[config.mk]
export PLATFORM = sky130hd
export DESIGN_NAME = lfsr_scrambler
export DESIGN_NICKNAME = d
export VERILOG_FILES = /design/src/rtl/scr_pkg.sv /design/src/rtl/lfsr_keygen.sv /design/src/rtl/lfsr_scrambler.sv
export SDC_FILE = /design/constraint.sdc
export NUM_CORES = 1
export LEC_CHECK = 0
export ABC_CLOCK_PERIOD_IN_PS = 1650
export CORE_MARGIN = 3
export CORE_UTILIZATION = 53
export CTS_CLUSTER_SIZE = 28
export DETAILED_ROUTE_END_ITERATION = 8
export GPL_TIMING_DRIVEN = 1
export PLACE_DENSITY = 0.87
export SYNTH_ARGS = -nofsm -noshare
export SYNTH_HDL_FRONTEND = slang
export SYNTH_SLANG_ARGS = --single-unit
[constraint.sdc]
create_clock -name clk -period 1.65 [get_ports clk]
set_input_delay 0.33 -clock clk [delete_from_list [all_inputs] [get_ports clk]]
set_output_delay 0.33 -clock clk [all_outputs]
set_load 0.01 [all_outputs]
[src/rtl/scr_pkg.sv]
// Shared types, default constants and single-step LFSR helper for the additive scrambler.
package scr_pkg;

    localparam int unsigned LFSR_W_DEF = 12;
    localparam logic [11:0] TAPS_DEF   = 12'h829;
    localparam logic [11:0] SEED_DEF   = 12'h89F;

    // Widest LFSR the step helper handles; narrower registers are zero-extended.
    localparam int unsigned LFSR_W_MAX = 64;

    typedef enum logic [1:0] {
        IDLE  = 2'd0,
        RUN   = 2'd1,
        DRAIN = 2'd2
    } state_t;

    typedef struct packed {
        logic [LFSR_W_MAX-1:0] state;
        logic                  fb;
    } lfsr_step_t;

    // Fibonacci step: feedback is the parity of tapped bits, shifted in at bit 0.
    function automatic lfsr_step_t lfsr_step(input logic [LFSR_W_MAX-1:0] state,
                                             input logic [LFSR_W_MAX-1:0] taps);
        lfsr_step_t r;
        r.fb    = ^(state & taps);
        r.state = {state[LFSR_W_MAX-2:0], r.fb};
        return r;
    endfunction

endpackage

[src/rtl/lfsr_keygen.sv]
// Combinational unroll of DATA_W LFSR steps: key bit k is the feedback of step k.
module lfsr_keygen
    import scr_pkg::*;
#(
    parameter int unsigned       LFSR_W = LFSR_W_DEF,
    parameter logic [LFSR_W-1:0] TAPS   = LFSR_W'(TAPS_DEF),
    parameter int unsigned       DATA_W = 1
) (
    input  logic [LFSR_W-1:0] state,
    output logic [LFSR_W-1:0] state_next,
    output logic [DATA_W-1:0] key
);

    localparam logic [LFSR_W_MAX-1:0] TAPS_EXT = LFSR_W_MAX'(TAPS);

    lfsr_step_t            step;
    logic [LFSR_W_MAX-1:0] cur;

    // Bits above LFSR_W never reach the feedback because TAPS_EXT is zero there.
    always_comb begin
        cur  = LFSR_W_MAX'(state);
        step = '0;
        key  = '0;
        for (int k = 0; k < DATA_W; k++) begin
            step   = lfsr_step(cur, TAPS_EXT);
            key[k] = step.fb;
            cur    = step.state;
        end
        state_next = cur[LFSR_W-1:0];
    end

endmodule

[src/rtl/lfsr_scrambler.sv]
// Framed additive LFSR scrambler/descrambler with valid/ready streaming and per-frame reseed.
// Optional macro SCR_SEED_LOAD_EN adds a seed_val port sampled on an accepted start.
module lfsr_scrambler
    import scr_pkg::*;
#(
    parameter int unsigned       LFSR_W    = LFSR_W_DEF,
    parameter logic [LFSR_W-1:0] TAPS      = LFSR_W'(TAPS_DEF),
    parameter logic [LFSR_W-1:0] SEED      = LFSR_W'(SEED_DEF),
    parameter int unsigned       DATA_W    = 1,
    parameter int unsigned       FRAME_LEN = 32
) (
    input  logic              clk,
    input  logic              rst,
    input  logic              start,
    output logic              busy,
    output logic              done,
    input  logic              in_valid,
    output logic              in_ready,
    input  logic [DATA_W-1:0] in_data,
    output logic              out_valid,
    input  logic              out_ready,
    output logic [DATA_W-1:0] out_data,
    output logic              out_last
`ifdef SCR_SEED_LOAD_EN
    ,
    input  logic [LFSR_W-1:0] seed_val
`endif
);

    localparam int unsigned      CNT_W    = $clog2(FRAME_LEN + 1);
    localparam logic [CNT_W-1:0] LAST_CNT = CNT_W'(FRAME_LEN - 1);

    state_t            state, state_next;
    logic [LFSR_W-1:0] lfsr, lfsr_next, lfsr_adv, seed_sel;
    logic [CNT_W-1:0]  count, count_next;
    logic [DATA_W-1:0] key, out_data_next;
    logic              out_valid_next, out_last_next;
    logic              accept, last_beat;

    lfsr_keygen #(
        .LFSR_W (LFSR_W),
        .TAPS   (TAPS),
        .DATA_W (DATA_W)
    ) u_keygen (
        .state      (lfsr),
        .state_next (lfsr_adv),
        .key        (key)
    );

`ifdef SCR_SEED_LOAD_EN
    // An all-zero LFSR would lock up, so a zero seed falls back to SEED.
    assign seed_sel = (seed_val == '0) ? SEED : seed_val;
`else
    assign seed_sel = SEED;
`endif

    assign busy      = (state == RUN);
    assign in_ready  = (state == RUN) && (!out_valid || out_ready);
    assign accept    = in_valid && in_ready;
    assign last_beat = (count == LAST_CNT);
    assign done      = (state == DRAIN) && out_valid && out_ready && out_last;

    always_ff @(posedge clk) begin
        if (rst) begin
            state <= IDLE;
        end else begin
            state <= state_next;
        end
    end

    always_comb begin
        state_next     = state;
        lfsr_next      = lfsr;
        count_next     = count;
        out_data_next  = out_data;
        out_valid_next = out_valid;
        out_last_next  = out_last;

        if (out_valid && out_ready) begin
            out_valid_next = 1'b0;
            out_last_next  = 1'b0;
        end

        case (state)
            IDLE: begin
                if (start) begin
                    state_next = RUN;
                    lfsr_next  = seed_sel;
                    count_next = '0;
                end
            end
            RUN: begin
                if (accept) begin
                    out_data_next  = in_data ^ key;
                    out_valid_next = 1'b1;
                    out_last_next  = last_beat;
                    lfsr_next      = lfsr_adv;
                    count_next     = count + CNT_W'(1);
                    if (last_beat) begin
                        state_next = DRAIN;
                    end
                end
            end
            DRAIN: begin
                if (done) begin
                    state_next = IDLE;
                end
            end
            default: begin
                state_next = IDLE;
            end
        endcase
    end

    // Datapath: keystream state, beat counter and output register.
    always_ff @(posedge clk) begin
        if (rst) begin
            lfsr      <= SEED;
            count     <= '0;
            out_data  <= '0;
            out_valid <= 1'b0;
            out_last  <= 1'b0;
        end else begin
            lfsr      <= lfsr_next;
            count     <= count_next;
            out_data  <= out_data_next;
            out_valid <= out_valid_next;
            out_last  <= out_last_next;
        end
    end

endmodule

### Yosys cells after proc, flatten, opt, wreduce, memory -nomap -nowiden

Cells that the tools add are included.
Widths: inputs -> output; s select.

| cells by class | value |
|---|---|
| reductions and logical operators | 14 |
| muxes and demuxes | 17 |
| bitwise operators | 1 |
| add/sub/neg operators | 1 |
| eq/ne operators | 7 |

Operators by type and width:

| operator | count |
|---|---|
| $reduce_xor 64->1 | 1 |
| $mux 12 | 2 |
| $pmux 12 s2 | 1 |
| $mux 6 | 2 |
| $pmux 6 s2 | 1 |
| $mux 2 | 4 |
| $add 6x1->6 const B | 1 |
| $eq 6x5->1 const B | 1 |
| $logic_and 1x1->1 | 6 |
| $mux 1 | 6 |
| $pmux 2 s3 | 1 |
| $ne 2x1->1 const B | 2 |
| $ne 2x2->1 const B | 2 |
| $reduce_and 4->1 | 1 |
| $reduce_and 3->1 | 1 |
| $eq 2x1->1 const B | 1 |
| $eq 2x2->1 const B | 1 |
| $logic_not 2->1 | 1 |
| $reduce_and 2->1 | 1 |
| $reduce_bool 2->1 | 1 |
| $logic_not 1->1 | 1 |
| $logic_or 1x1->1 | 1 |
| $xor 1x1->1 | 1 |

| word-level totals | value |
|---|---|
| register bits after elaboration | 23 |
| bits of input ports | 6 |

### Logic depth before layout (Yosys ltp)

Gate-level depths: netlist (run 1).

| depth | value |
|---|---|
| depth in word-level cells | 6 |
| gate-level depth with buffers | 5 |

### Hierarchy

Synthesis (run 1) repeated with hierarchy kept, for this count alone.

| second synthesis, totals | value |
|---|---|
| cell total of the unflattened synthesis | 130 |
| area total of the unflattened synthesis | 1153.6 sq um |

By module, submodules not included:

| module | instances | sequential area each (sq um) | cells an instance | area an instance (sq um) |
|---|---|---|---|---|
| lfsr_scrambler | 1 | 460.4 | 115 | 1037.2 |
| lfsr_keygen | 1 | 0.0 | 15 | 116.4 |

### Worst setup path before layout (run 1)

No wires, ideal clock.

| timing | value |
|---|---|
| kind | register -> register |
| start point | reg state[0] |
| end point | reg state[0] |
| cell stages (with the launch flop) | 5 |
| data required time | 1533 ps |
| slack | 166 ps |
| period minus slack after synthesis | 1484 ps |
| path buffers | 0 |
| data arrival time | 1368 ps |
| cells stage by stage | dfxtp_1 > and2b_4 > nand3_2 > or4b_4 > o211a_1 |

| between the ends | value |
|---|---|
| elaborated cells on any way between the ends | 14 |

RTL lines:

| what | RTL line | source |
|---|---|---|
| from (decl) | lfsr_scrambler.sv:33 | `state_t state, state_next;` |
| from (signal assigned) | lfsr_scrambler.sv:67 | `state <= state_next;` |
| $eq 2x1->1 * | -- |  |
| via busy | lfsr_scrambler.sv:15 | `output logic busy,` |
| $logic_and 1x1->1 | lfsr_scrambler.sv:58 | `assign in_ready = (state == RUN) && (!out_valid \|\| out_ready);` |
| $logic_and 1x1->1 | lfsr_scrambler.sv:59 | `assign accept = in_valid && in_ready;` |
| $ne 2x1->1 (no line) | -- |  |
| $reduce_and 4->1 (no line) | -- |  |

Mark *: on every way through the listed nets, which the timed path passes. The rest lies on a longest branch.
A chain may end at the register's enable or synchronous reset.

### Final worst setup path (run 1)

| timing | value |
|---|---|
| start point | reg out_valid |
| end point | out in_ready |

| between the ends | value |
|---|---|
| longest elaborated chain between the ends | 3 |

RTL lines:

| what | RTL line | source |
|---|---|---|
| from (decl) | lfsr_scrambler.sv:20 | `output logic out_valid,` |
| from (signal assigned) | lfsr_scrambler.sv:127 | `out_valid <= out_valid_next;` |
| $logic_not 1->1 | lfsr_scrambler.sv:58 |  |
| $logic_or 1x1->1 | lfsr_scrambler.sv:58 |  |
| $logic_and 1x1->1 | lfsr_scrambler.sv:58 |  |
| to (decl) | lfsr_scrambler.sv:18 | `output logic in_ready,` |

Every way passes these cells.

==> results.md, run 1 <==
* Max_slew headroom at 0.823
* Critical-path top delay cell: dfxtp_2
* Synth Instances at 120
* Ys async rst share at 0
* Worst-Margin Slew at 0.263 ns
* Worst-path clk slew at 0.13 ns
* Final net count at 150
* Number of I/O port buffers at 11
* Worst hold path type: reg2reg
* Vias after detailed routing at 944
* Final setup margin at 0.0580 ns
* Die area at 0.00259 mm2
* Num Clock Sinks at 23
* Worst path max stage delay at 0.35 ns
* Max Clock Skew at 0.0111 ns
* Fin crit share at 0.965
* Pint at 0.000726 W
* First-pass GRT wire length at 3750 um
* Cell chain of the critical path: or2b_2 > and2_2 > buf_6
* Post-DP HPWL at 1610 um
* Share of post-route cells with drive strength above 1 at 0.232
* H-tree levels at 1
* Commonest cells after routing, fill and taps aside: dfxtp_1, a21oi_1, buf_4
* Total routed wirelength at 2260 um
* Clk Latency, worst-skew pair at 0.31 ns
* Initial drt markers at 17
* Final Wtd Congestion at 0.765
* GRT Total Usage at 0.187
* Reg power frac at 0.597
* Syn nets at 127
* GRT overflow at 0
* Min Clock Period, post-route at 1.59 ns
* Commonest non-fill, non-tap cell in the layout: dfxtp_1
* Maxcap violations at 0
* DRC errors left at 0
* Crit Path Class: reg2out
* Detail Route Antenna Nets at 0
* Endpoint class of the critical path: primary output
* Row count at 15
* Util after Layout at 0.711
* N_diodes at 0
* Sum Neg Setup Slack at 0 ns
* Highest clock rate at 628 MHz
* CTS Buffer Depth at 2
* Wire length per cell at 13.5 um
* Endpoints failing setup at 0
* Critical Path AT at 1.26 ns
* CP startpoint kind: flip-flop
* Largest net degree at the start of global routing at 22
* Slew Viols, Final at 0
* Status: completed
* Die width at 50.9 um
* Vias in the first global route at 933
* Syn Area/Cell at 8.91 um2
* Yosys reg bits at 23
* Root buf cell: clkbuf_4
* Synth unique cells at 35
* Top Ports at 12
* VDD IR-drop max at 0.564 mV
* Dominant synthesized flop cell: dfxtp_1
* Via density at 5.65
* Final hold vios at 0
* CP required at 1.32 ns
* CORE AREA at 0.00182 mm2
* Combinational share of power at 0.137
* CTS tree: built
* Initial Util at 0.588
* Die Height at 50.9 um
* Cts bufs inserted at 3
* Total power at 0.000968 W
* Area grow syn2layout at 20.9%
* YS warnings at 0
* Post-synth EDFFs at 0
* Clock power frac at 0.266
* Sw frac at 0.250
* Post-place setup slack at -0.404 ns
* Crit Path Max Fanout at 2
* First-pass DRT Iterations at 4
* Initial antenna violation count at 0
* CTS Hold Bufs at 0
* P_sw at 0.000242 W
* Leak pwr at 0.507 nW
* Sequential element share of the synthesized area at 0.430
* Mapped Area at 0.00107 mm2
* PD cells at 748 mW/mm2
==> per-stage QoR <==
step                instances  hold slack [ns]  instance area [um2]
floorplan                 120            0.433                 1070
global route              167            0.479                 1290
detailed placement        162            0.447                 1250
CTS                       166            0.467                 1270
global placement          162            0.439                 1250
finish                    167            0.468                 1290
==> power groups by stage <==
stage                      logic, W  clock network (W)  registers (W)
final                      0.000133           0.000258       0.000578
after global routing       0.000144           0.000277       0.000579
after CTS                  0.000124           0.000261       0.000578
after detailed placement   0.000127                  0       0.000590
after global placement     0.000123                  0       0.000589
after floorplan           0.0000699                  0       0.000590
==> critical path: cells and delay by family, from the launching register on <==
family / cells / cell delay, ns
buf+inv: 1 / 0.11
flops: 1 / 0.35
simple gates: 2 / 0.49
==> logic make-up (layout without fill, tap and decap cells) <==
group                      Yosys count  in the layout  synth area share
and+or+nand+nor                     40             40             0.220
DFF                                 23             23             0.430
xor gates and xnor gates             3              3            0.0246
AOI/OAI and AO/OA                   43             43             0.251
adders and majority gates            1              1            0.0117
buffers and inverters               10             32            0.0620
==> per-layer routing <==
layer | global-route usage | wire, um | up-vias
li1 | - | - | 475
met1 | 0.211 | 1050 | 441
met2 | 0.330 | 1090 | 24
met3 | 0.0437 | 94 | 4
met4 | 0.0807 | 21 | 0
met5 | 0 | 0 | -
==> final timing paths <==
kind                   from  endpoint  slack (ns)  depth (start not counted)
setup reg to reg  out_valid  count[5]        0.07                          6
setup / recovery  out_valid  in_ready        0.06                          3
hold / removal      lfsr[9]  lfsr[10]        0.47                          2
hold reg to reg     lfsr[9]  lfsr[10]        0.47                          2
==> layout make-up <==
| cell class | count | area [um2] |
|---|---|---|
| well taps | 25 | 31.3 |
| flip-flops and latches | 23 | 462 |
| multi-input cells | 87 | 547 |
| repair buffers | 25 | 215 |
| clock inverters | 1 | 5.00 |
| clock buffers | 3 | 22.5 |
| fillers | 129 | 527 |
| inverters | 3 | 11.3 |
==> cell usage after synthesis (2+ instances only) <==
| cell | instances | share of area |
|---|---|---|
| a21oi_1 | 19 | 0.089 |
| clkbuf_1 | 3 | 0.011 |
| or4_1 | 5 | 0.035 |
| dfxtp_1 | 23 | 0.43 |
| o31ai_1 | 4 | 0.028 |
| nand3_1 | 4 | 0.019 |
| nor2_1 | 8 | 0.028 |
| a21oi_2 | 2 | 0.016 |
| nand3b_1 | 2 | 0.014 |
| o21bai_1 | 6 | 0.042 |
| a21o_1 | 2 | 0.014 |
| xnor2_1 | 3 | 0.025 |
| nand2_1 | 9 | 0.032 |
| o21ai_0 | 7 | 0.033 |
| inv_1 | 3 | 0.011 |
==> timing repair <==
item                       CTS  global route
buffers inserted             0             1
gates resized for setup      8             6
hold endpoints to repair     0             0
setup endpoints to repair   12             7
==> sequential cells by signal, indices dropped and copies added (netlist names) <==
register / count
lfsr: 12
count: 6
state: 2
out_data: 1
out_last: 1
out_valid: 1
(Power assumes the default switching activity.)
==> run 2, diff against run 1 <==
Settings changed: HOLD_SLACK_MARGIN from default to 0.02.
==> results of run 2 <==
No change in the layout: final DEF, timing and power equal those of run 1.
==> run 3, diff against run 2 <==
Settings changed: PLACE_DENSITY 0.87 to 0.76.
==> run 3 against run 2 <==
Compared with the run above: the run now ends with setup timing left; sequential power hardly changed; cell area increased by 5.1%; count of clock-buffer cells in the layout increased by 1; sequential share of layout area down 1.7 points; global-route usage rose by 1.1 points; register-to-register slack worse by 0.09 ns; critical path depth up 3; hold slack got worse by 0.013 ns; critical path type is now reg2reg; highest routed layer unchanged.
==> results.md, run 3 (synthesized netlist as in run 1, its figures left out) <==
* Status: finished, violations left
* Failing checks: setup timing
* Reg power frac at 0.584
* Final Wtd Congestion at 0.782
* Vias after detailed routing at 960
* Initial drt markers at 19
* Largest net degree at the start of global routing at 22
* Post-DP HPWL at 1590 um
* Sum Neg Setup Slack at -0.0223 ns
* Worst hold path type: reg2reg
* CTS Buffer Depth at 2
* Share of post-route cells with drive strength above 1 at 0.276
* CP required at 1.86 ns
* GRT Total Usage at 0.198
* DRC errors left at 0
* Min Clock Period, post-route at 1.67 ns
* Fin crit share at 1.01
* Crit Path Max Fanout at 3
* Final hold vios at 0
* Highest clock rate at 599 MHz
* Initial Util at 0.588
* Biggest regs: lfsr: 12 flops, count: 6 flops, state: 2 flops
* Endpoints failing setup at 2
* Reg with most FFs: lfsr
* GRT overflow at 0
* CTS Hold Bufs at 0
* Row count at 15
* Cts bufs inserted at 3
* Endpoint class of the critical path: flip-flop
* N_diodes at 0
* Die Height at 50.9 um
* Slew Viols, Final at 0
* Total power at 0.000989 W
* Max FFs per register at 12
* Family with the most delay on the worst path: simple AND/OR/NAND/NOR gates
* Sw frac at 0.249
* P_sw at 0.000246 W
* WHS at 0.455 ns
* Critical Path AT at 1.88 ns
* Worst-path clk slew at 0.13 ns
* Fillers at 147
* Multi-input logic area at 578 um2
* Num Clock Sinks at 23
* CP startpoint kind: flip-flop
* Critical-path top delay cell: or4b_4
* Cell chain of the critical path: or2b_4 > buf_6 > buf_4 > nand3_2 > or4b_4 > o211a_1
* Maxcap violations at 0
* Wire length per cell at 14.2 um
* Root buf cell: clkbuf_4
* Leak pwr at 0.520 nW
* Final setup margin at -0.0195 ns
* Die width at 50.9 um
* Max_slew headroom at 0.816
* Detail Route Antenna Nets at 0
* Number of I/O port buffers at 11
* Die area at 0.00259 mm2
* Worst path max stage delay at 0.59 ns
* Commonest non-fill, non-tap cell in the layout: dfxtp_1
* Total routed wirelength at 2410 um
* Vias in the first global route at 915
* Top Ports at 12
* DP Area at 0.00126 mm2
* Final net count at 153
* RSZ-0062 raised after global routing: yes
* First-pass DRT Iterations at 4
* H-tree levels at 1
* Combinational share of power at 0.154
* CTS tree: built
* Via density at 5.65
* CORE AREA at 0.00182 mm2
* Commonest cells after routing, fill and taps aside: dfxtp_1, a21oi_1, buf_4
* FF+latch area at 462 um2
* WP buf/inv at 2
* Clock power frac at 0.261
* First-pass GRT wire length at 3920 um
* Worst-Margin Slew at 0.273 ns
* Util after Layout at 0.747
* Clk Latency, worst-skew pair at 0.31 ns
* VDD IR-drop max at 0.589 mV
* Crit Path Class: reg2reg
* Pint at 0.000743 W
* Area grow syn2layout at 27.1%
* Initial antenna violation count at 0
* PD cells at 727 mW/mm2
* Final instance area at 0.00136 mm2
* Max Clock Skew at 0.0114 ns
-- run 3: worst reg2reg max path: cells and delay by family (launching register included) --
kind / cells / cell delay, ns
and+or+nand+nor: 3 / 0.88
buffers and inverters: 2 / 0.22
AOI/OAI and AO/OA: 1 / 0.13
DFF: 1 / 0.34
-- run 3: power by group through the flow --
stage	Clock (W)	Combinational [W]	Sequential (W)
6_report	0.000259	0.000153	0.000578
5_1_grt	0.000287	0.000166	0.000580
4_1_cts	0.000270	0.000127	0.000577
3_5_place_dp	0	0.000131	0.000590
3_3_place_gp	0	0.000128	0.000588
2_1_floorplan	0	0.0000699	0.000590
-- run 3: cell type report --
class	count	share of cell area
clock buffer	4	0.0193
inverter	3	0.00828
multi-input combinational	87	0.425
sequential	23	0.339
tap	25	0.0230
timing repair buffer	28	0.185
-- run 3: per-stage QoR --
stage / setup slack [ns] / instances
after global routing: -0.0292 / 170
after CTS: 0.0224 / 165
after floorplan: 0.166 / 120
after detailed placement: -0.438 / 161
after global placement: -0.399 / 161
final: -0.0195 / 170
-- run 3: final timing paths --
path | from | end | slack [ns] | cells past startpoint
hold / removal | lfsr[9] | lfsr[10] | 0.46 | 2
setup reg to reg | out_valid | state[0] | -0.02 | 6
setup / recovery | out_valid | state[0] | -0.02 | 6
hold reg to reg | lfsr[9] | lfsr[10] | 0.46 | 2
-- run 3: repair_timing --
action,4_1_cts,5_1_grt
pin swaps,0,8
endpoints found under the setup margin,16,11
endpoints found under the hold margin,0,0
gates resized for setup,11,16
buffers inserted,0,5
-- run 3: metal layers --
metal | track usage | share of wire
met5 | 0 | 0
met4 | 0.0987 | 0.0071
met3 | 0.0408 | 0.043
met2 | 0.322 | 0.52
met1 | 0.245 | 0.43
